==> src/rtl/mem_arb_pkg.sv <==
// Shared types and constants for the two-port memory arbiter.
// Latency: n/a (types only).
// Backpressure: n/a (types only).
package mem_arb_pkg;

    // Arbiter FSM states
    typedef enum logic [1:0] {
        IDLE   = 2'd0,
        ACCESS = 2'd1,
        RDWAIT = 2'd2
    } state_e;

    // Requester indices as seen on the owner output
    localparam logic PORT_CPU = 1'b0;
    localparam logic PORT_DBG = 1'b1;

    // Read-wait counter holds READ_LAT-1, so it must cover 0..READ_LAT_MAX-1
    localparam int READ_LAT_MAX = 4;
    localparam int CNT_W        = $clog2(READ_LAT_MAX);

endpackage

==> src/rtl/rr_pick2.sv <==
// Two-way request picker: fixed priority to port 0 or round-robin with a port-1 lock.
// Latency: purely combinational.
// Backpressure: none; the caller only consults win when it can accept a grant.
module rr_pick2 (
    input  logic [1:0] req,
    input  logic       last,
    input  logic       lock,
    input  logic       fixed,
    output logic       win,
    output logic       any
);

    // Single requester wins outright; a tie goes to port 0 (fixed) or away from last (rr),
    // except that a locked port 1 that won last keeps the bus for its burst
    always_comb begin
        any = |req;
        win = last;
        case (req)
            2'b01:   win = 1'b0;
            2'b10:   win = 1'b1;
            2'b11: begin
                if (fixed) begin
                    win = 1'b0;
                end else if (lock && last) begin
                    win = 1'b1;
                end else begin
                    win = ~last;
                end
            end
            default: win = last;
        endcase
    end

endmodule

==> src/rtl/mem_arbiter.sv <==
// Serialises CPU (port 0) and debug (port 1) accesses onto one synchronous-read block RAM.
// Latency: gnt 1 cycle after req is sampled in IDLE; rvalid READ_LAT+2 cycles after sampling.
// Backpressure: requesters hold req until their gnt pulse; req is ignored while busy.
module mem_arbiter
    import mem_arb_pkg::*;
#(
    parameter int ADDR_W     = 9,
    parameter int DATA_W     = 32,
    parameter int READ_LAT   = 1,
    parameter int FIXED_PRIO = 0
) (
    input  logic              clk,
    input  logic              rst,
    input  logic              p0_req,
    input  logic              p0_we,
    input  logic [ADDR_W-1:0] p0_addr,
    input  logic [DATA_W-1:0] p0_wdata,
    output logic              p0_gnt,
    output logic              p0_rvalid,
    input  logic              p1_req,
    input  logic              p1_we,
    input  logic [ADDR_W-1:0] p1_addr,
    input  logic [DATA_W-1:0] p1_wdata,
    output logic              p1_gnt,
    output logic              p1_rvalid,
    input  logic              p1_lock,
    output logic [DATA_W-1:0] rdata,
    output logic              mem_en,
    output logic              mem_we,
    output logic [ADDR_W-1:0] mem_addr,
    output logic [DATA_W-1:0] mem_wdata,
    input  logic [DATA_W-1:0] mem_rdata,
    output logic              busy,
    output logic              owner
);

    state_e              state_q,  state_d;
    logic                owner_q,  owner_d;
    logic [CNT_W-1:0]    cnt_q,    cnt_d;
    logic [DATA_W-1:0]   rdata_q,  rdata_d;
    logic                rvalid_q, rvalid_d;

    logic                pick_win;
    logic                pick_any;
    logic                acc_we;
    logic [ADDR_W-1:0]   acc_addr;
    logic [DATA_W-1:0]   acc_wdata;

    rr_pick2 u_pick (
        .req   ({p1_req, p0_req}),
        .last  (owner_q),
        .lock  (p1_lock),
        .fixed (FIXED_PRIO != 0),
        .win   (pick_win),
        .any   (pick_any)
    );

    // Access fields of whichever port currently owns the memory
    always_comb begin
        acc_we    = (owner_q == PORT_DBG) ? p1_we    : p0_we;
        acc_addr  = (owner_q == PORT_DBG) ? p1_addr  : p0_addr;
        acc_wdata = (owner_q == PORT_DBG) ? p1_wdata : p0_wdata;
    end

    // State register; owner resets to port 1 so port 0 wins the first round-robin tie
    always_ff @(posedge clk) begin
        if (!rst) begin
            state_q  <= IDLE;
            owner_q  <= PORT_DBG;
            cnt_q    <= '0;
            rdata_q  <= '0;
            rvalid_q <= 1'b0;
        end else begin
            state_q  <= state_d;
            owner_q  <= owner_d;
            cnt_q    <= cnt_d;
            rdata_q  <= rdata_d;
            rvalid_q <= rvalid_d;
        end
    end

    // Next-state: arbitrate in IDLE, one ACCESS cycle, then count down the read latency
    always_comb begin
        state_d  = state_q;
        owner_d  = owner_q;
        cnt_d    = cnt_q;
        rdata_d  = rdata_q;
        rvalid_d = 1'b0;
        case (state_q)
            IDLE: begin
                if (pick_any) begin
                    owner_d = pick_win;
                    state_d = ACCESS;
                end
            end
            ACCESS: begin
                if (acc_we) begin
                    state_d = IDLE;
                end else begin
                    cnt_d   = CNT_W'(READ_LAT - 1);
                    state_d = RDWAIT;
                end
            end
            RDWAIT: begin
                if (cnt_q == '0) begin
                    rdata_d  = mem_rdata;
                    rvalid_d = 1'b1;
                    state_d  = IDLE;
                end else begin
                    cnt_d = cnt_q - CNT_W'(1);
                end
            end
            default: state_d = IDLE;
        endcase
    end

    // Outputs: memory strobes and grants decode ACCESS; rvalid follows the capture by one cycle
    always_comb begin
        mem_en    = (state_q == ACCESS);
        mem_we    = mem_en & acc_we;
        mem_addr  = mem_en ? acc_addr  : '0;
        mem_wdata = mem_en ? acc_wdata : '0;
        p0_gnt    = mem_en & (owner_q == PORT_CPU);
        p1_gnt    = mem_en & (owner_q == PORT_DBG);
        p0_rvalid = rvalid_q & (owner_q == PORT_CPU);
        p1_rvalid = rvalid_q & (owner_q == PORT_DBG);
        busy      = (state_q != IDLE);
        owner     = owner_q;
        rdata     = rdata_q;
    end

endmodule

==> config.mk <==
export PLATFORM = sky130hd
export DESIGN_NAME = mem_arbiter
export DESIGN_NICKNAME = d
export VERILOG_FILES = /design/src/rtl/mem_arb_pkg.sv /design/src/rtl/rr_pick2.sv /design/src/rtl/mem_arbiter.sv
export SDC_FILE = /design/constraint.sdc
export NUM_CORES = 1
export LEC_CHECK = 0
export BUFFER_PORTS_ARGS = -buffer_cell sky130_fd_sc_hd__buf_4
export CELL_PAD_IN_SITES_DETAIL_PLACEMENT = 0
export CELL_PAD_IN_SITES_GLOBAL_PLACEMENT = 1
export CORE_ASPECT_RATIO = 0.7
export CORE_MARGIN = 2
export CORE_UTILIZATION = 26
export DETAILED_ROUTE_END_ITERATION = 8
export PLACE_DENSITY_LB_ADDON = 0.05
export SLEW_MARGIN = 25
export SYNTH_ARGS = -nofsm -noshare
export SYNTH_HDL_FRONTEND = slang
export SYNTH_SLANG_ARGS = --single-unit
export TNS_END_PERCENT = 10
==> constraint.sdc <==
create_clock -name clk -period 3.95 [get_ports clk]
set_clock_uncertainty 0.1 [all_clocks]
set_input_delay 0.1975 -clock clk [delete_from_list [all_inputs] [get_ports clk]]
set_output_delay 0.1975 -clock clk [all_outputs]
set_load 0.05 [all_outputs]
* After elaboration in Yosys (flattened, before gate mapping)
Index checks and enable logic that the tools add are counted.
** Storage, ports and cells
- Word-level logic and storage cells :: 48
- Flip-flop bits (word level) :: 38
- Output and inout port bits :: 81
- Input port bits :: 121
** Operators by class
- Bitwise gates (word level) :: 6
- Reduce and logical (&&, ||, !) cells :: 12
- Muxes and demuxes :: 15
- $add $sub $neg :: 1
- Eq/ne operators :: 9
** Operator list (number)
- 32-bit two-way mux :: 2
- 9-bit two-way mux :: 2
- 2-bit two-way mux :: 5
- 2-bit != test, second input constant :: 4
- 2-bit equality test, second input constant :: 3
- 2-bit one-hot mux with 3 select lines :: 1
- 2-bit AND reduction :: 3
- 3-bit AND reduction :: 2
- 1-bit bitwise AND :: 5
- 2-bit by 1-bit equality test with 1-bit output, second input constant :: 2
- 2-bit logical NOT :: 2
- 2-bit one-hot mux with 2 select lines :: 1
- 2-bit nonzero test :: 2
- 1-bit two-way mux :: 3
- 1-bit one-hot mux with 3 select lines :: 1
- 3-bit nonzero test :: 1
- 2-bit OR reduction :: 1
- 2-bit by 1-bit subtractor with 2-bit output, second input constant :: 1
- 1-bit logical AND :: 1
- 1-bit NOT :: 1

* Depth between registers and ports, before layout
- Depth after elaboration :: 3
- Mapped depth :: 7
- Depth with buffers taken out :: 5

* Modules after synthesis
From an unflattened synthesis, not the netlist that was laid out.
** Second synthesis, totals
- Cells, all modules :: 282
- Area, all modules :: 2119.5 um^2
** By module, submodules not included
- mem_arbiter :: instances 1, cells each 277, area each 2088.3 um^2, seq. area each 760.7 um^2
- rr_pick2 :: instances 1, cells each 5, area each 31.3 um^2, seq. area each 0.0 um^2

* Least setup slack after synthesis
Ideal clock, no wire load.
- Path kind :: reg-to-output
- Start :: register owner_q (netlist: owner)
- End :: output mem_addr[4]
- Arrival :: 1.799 ns
- Buffers on the path :: 2
- Stages on the path, launching flop included :: 5
- Data required time :: 3.652 ns
- Path slack :: 1.853 ns
- Cells stage by stage :: dfxtp_1 > buf_6 > buf_8 > mux2i_1 > nor2_1
** Between the ends
- Longest elaborated chain between the ends :: 2
** Ends and longest elaborated chain
- from (decl) :: RTL line mem_arbiter.sv:38 : logic owner_q, owner_d;
- from (signal assigned) :: RTL line mem_arbiter.sv:75 : owner_q <= owner_d;
- 9-bit two-way mux :: RTL line mem_arbiter.sv:61 : acc_addr = (owner_q == PORT_DBG) ? p1_addr : p0_addr;
- 9-bit two-way mux :: RTL line mem_arbiter.sv:121 : mem_addr = mem_en ? acc_addr : '0;
- to (decl) :: RTL line mem_arbiter.sv:30 : output logic [ADDR_W-1:0] mem_addr,
Every way passes these cells.

* Worst setup path in the final report
- Start :: register owner_q (netlist: owner)
- End :: output mem_wdata[25]
** Between the ends
- Longest elaborated chain between the ends :: 2
** Ends and longest elaborated chain
- 32-bit two-way mux :: RTL line mem_arbiter.sv:62 : acc_wdata = (owner_q == PORT_DBG) ? p1_wdata : p0_wdata;
- 32-bit two-way mux :: RTL line mem_arbiter.sv:122 : mem_wdata = mem_en ? acc_wdata : '0;
- to (decl) :: RTL line mem_arbiter.sv:31 : output logic [DATA_W-1:0] mem_wdata,
Every way passes these cells.

==> impl_metrics.json <==
{
  "critPathMostFrequentCell": "buf_4",
  "path_buf_inv": 2,
  "antenna_found_initial": 0,
  "syn-cell-area_um2": 2246,
  "routed_wl_um": 7729,
  "routedWlPerCell_um": 13.49,
  "sw_frac_of_total_pct": 35.35,
  "post_cts_resized": 0,
  "p_sw_uw": 451.1,
  "drt_iter0_markers": 91,
  "cts-root-buf": "clkbuf_16",
  "ir_drop_mv": 0.1433,
  "clkLatencyLatePin_ns": 0.28,
  "grt_pass1_vias": 2222,
  "ctsHoldBuffers": 0,
  "p_clk_share_pct": 29.3,
  "min_period_ns": 2.383,
  "drcViolationCount": 0,
  "power_frac_comb_pct": 38.3,
  "worst_pin_slew_ns": 0.7596,
  "avgSynthCellArea_um2": 8.108,
  "clkTransAtPathRegs_ns": 0.06,
  "ys.warnings.count": 0,
  "power_leakage_uw": 0.002069,
  "worstSetupStartpointType": "flip-flop",
  "met2_usage_pct": 25.47,
  "hold_start": "mem_rdata[25]",
  "final_cell_mix": "buf_4, nand2_1, mux2i_1",
  "intPower_uw": 824.8,
  "synth_top_area_share_pct": 33.87,
  "numCtsBuffers": 5,
  "postCtsSetupBuffers": 0,
  "syn-instance-count": 277,
  "synth-seq-area-share_pct": 33.87,
  "worstPathRequired_ns": 3.65,
  "grt_pass1_wl_um": 11140,
  "yosys.cell_types.count": 28,
  "grt_max_degree": 44,
  "fin_tns_setup_ns": 0,
  "core-area_um2": 8408,
  "gp_congestion": 0.6736,
  "r2r_cells": 6,
  "worstHoldPathType": "in -> reg",
  "die_w_um": 115.1,
  "htreeDepth": 2,
  "clock_path_buffers": 2,
  "crit_arrival_ns": 2.09,
  "syn_nets": 404,
  "fp.dieH_um": 81.76,
  "area_delta_synth_final_pct": 73.76,
  "top_usage_layer": "met2",
  "worst_path_dominant_cell_family": "flip-flops",
  "dp.final_hpwl_um": 5796,
  "hold_violations": 0,
  "yosysTopAreaCell": "dfxtp_1",
  "met3_usage_pct": 3.985,
  "r2r-start": "state_q[0]",
  "rsz0062_at_grt": "no",
  "outcome": "complete, no violations",
  "max_cap_violations": 0,
  "max_freq_ghz": 0.4197,
  "synth_area_leaders": "dfxtp_1, mux2i_1, nand2_1",
  "pwr-share-seq_pct": 32.3,
  "ant_nets": 0,
  "cts_tree": "done",
  "antenna_cells": 0,
  "timing.final.crit_share_pct": 60.32,
  "io_buffer_count": 201,
  "clock-sinks": 38,
  "placementRows": 28,
  "synth_edf_count": 0,
  "start_util_pct": 26.71,
  "fin_ws_ns": 1.567,
  "r2r_end": "cnt_q[0]",
  "power-per-cell-area_nw_per_um2": 327.0,
  "max_stage_delay_ns": 0.82,
  "reg2reg_slack_ns": 1.95,
  "dr.pass1.iters": 3,
  "hold_depth": 3,
  "grt_use_total_pct": 14.77,
  "viasPerCell": 4.325,
  "die_area_um2": 9409,
  "drive_gt1_share_pct": 45.73,
  "crit_path_end_kind": "output pin",
  "crit_chain": "buf_4, mux2i_1, nor2_1, buf_4",
  "crit_type": "reg -> out",
  "synth_seq_cells": 38,
  "path_max_fanout": 26,
  "setup_violations": 0,
  "async_flop_share_pct": 0,
  "global_route.usage.met1_pct": 18.87,
  "grt_overflow_total": 0,
  "layout_commonest_cell": "buf_4",
  "min_to": "rdata[25]",
  "ios": 202,
  "synthFlopType": "dfxtp_1",
  "cp_slowest_cell": "dfxtp_2",
  "dr_total_vias": 2478,
  "maxSlewHeadroom_pct": 49.36,
  "nNetsFinal": 595,
  "finalMaxSlewViolations": 0,
  "place_ws_ns": 1.838
}
power groups by stage:
stage	Sequential [uW]	Combinational, uW	Clock [uW]
after floorplan	441	294	0
after global placement	421	492	0
after detailed placement	421	493	0
after CTS	413	495	392
after global routing	414	519	409
final	413	489	374
layout make-up:
type | count | area [um^2]
timing repair buffer | 204 | 1531
multi-input combinational | 213 | 1323
inverter | 6 | 22.52
tap | 105 | 131.4
sequential | 38 | 762.0
clock buffer | 7 | 132.6
fill | 867 | 4506
sequential cells by signal (all words and copies together), names as in the netlist:
signal	flops
cnt_q	2
owner	1
rdata	32
rvalid_q	1
state_q	2
synthesized netlist by cell type, drive strengths merged (3+ instances only):
cell    instances
a21boi         32
and2            3
buf            12
clkbuf          8
dfxtp          38
ha              6
inv             6
mux2i          44
nand2          69
nor2           42
nor2b           3
o21a            3
logic make-up after synthesis:
group / Yosys count / synth area share [%]
AOI/OAI and AO/OA: 40 / 13.48
muxes: 44 / 19.61
and+or+nand+nor: 123 / 22.45
buffers and inverters: 26 / 7.242
adders and majority gates: 6 / 3.343
DFF: 38 / 33.87
metrics by stage:
stage          hold WS [ns]  instances  total power (uW)  utilization (%)  area (um^2)
2_1_floorplan        0.2324        277             734.5                -         2246
6_report            0.06334        573              1276            46.41         3902
3_5_place_dp         0.3452        566             914.5            44.84         3770
3_3_place_gp         0.3419        566             913.0            44.84         3770
5_1_grt             0.06084        573              1343            46.41         3902
4_1_cts             0.05545        573              1300            46.41         3902
how the worst max path moves through the flow:
stage,from,endpoint,slack (ns),cells past startpoint
after floorplan,owner,mem_addr[4],1.85,4
after global placement,owner,mem_wdata[26],1.85,4
after detailed placement,owner,mem_wdata[17],1.84,4
after CTS,owner,mem_wdata[17],1.54,4
after global routing,owner,mem_wdata[31],1.42,4
final,owner,mem_wdata[25],1.57,4
worst min-delay path: stages:
cell,delay (ns)
buf_4,0.11
nand2_1,0.04
a21boi_1,0.05
metal layers:
metal  vias to the layer above  share of wire [%]
met1                      1106                 42
met4                         0               0.44
li1                       1288                  -
met5                         -                  0
met3                         5                6.8
met2                        79                 51
No activity file was read; power rests on OpenSTA's default activity.
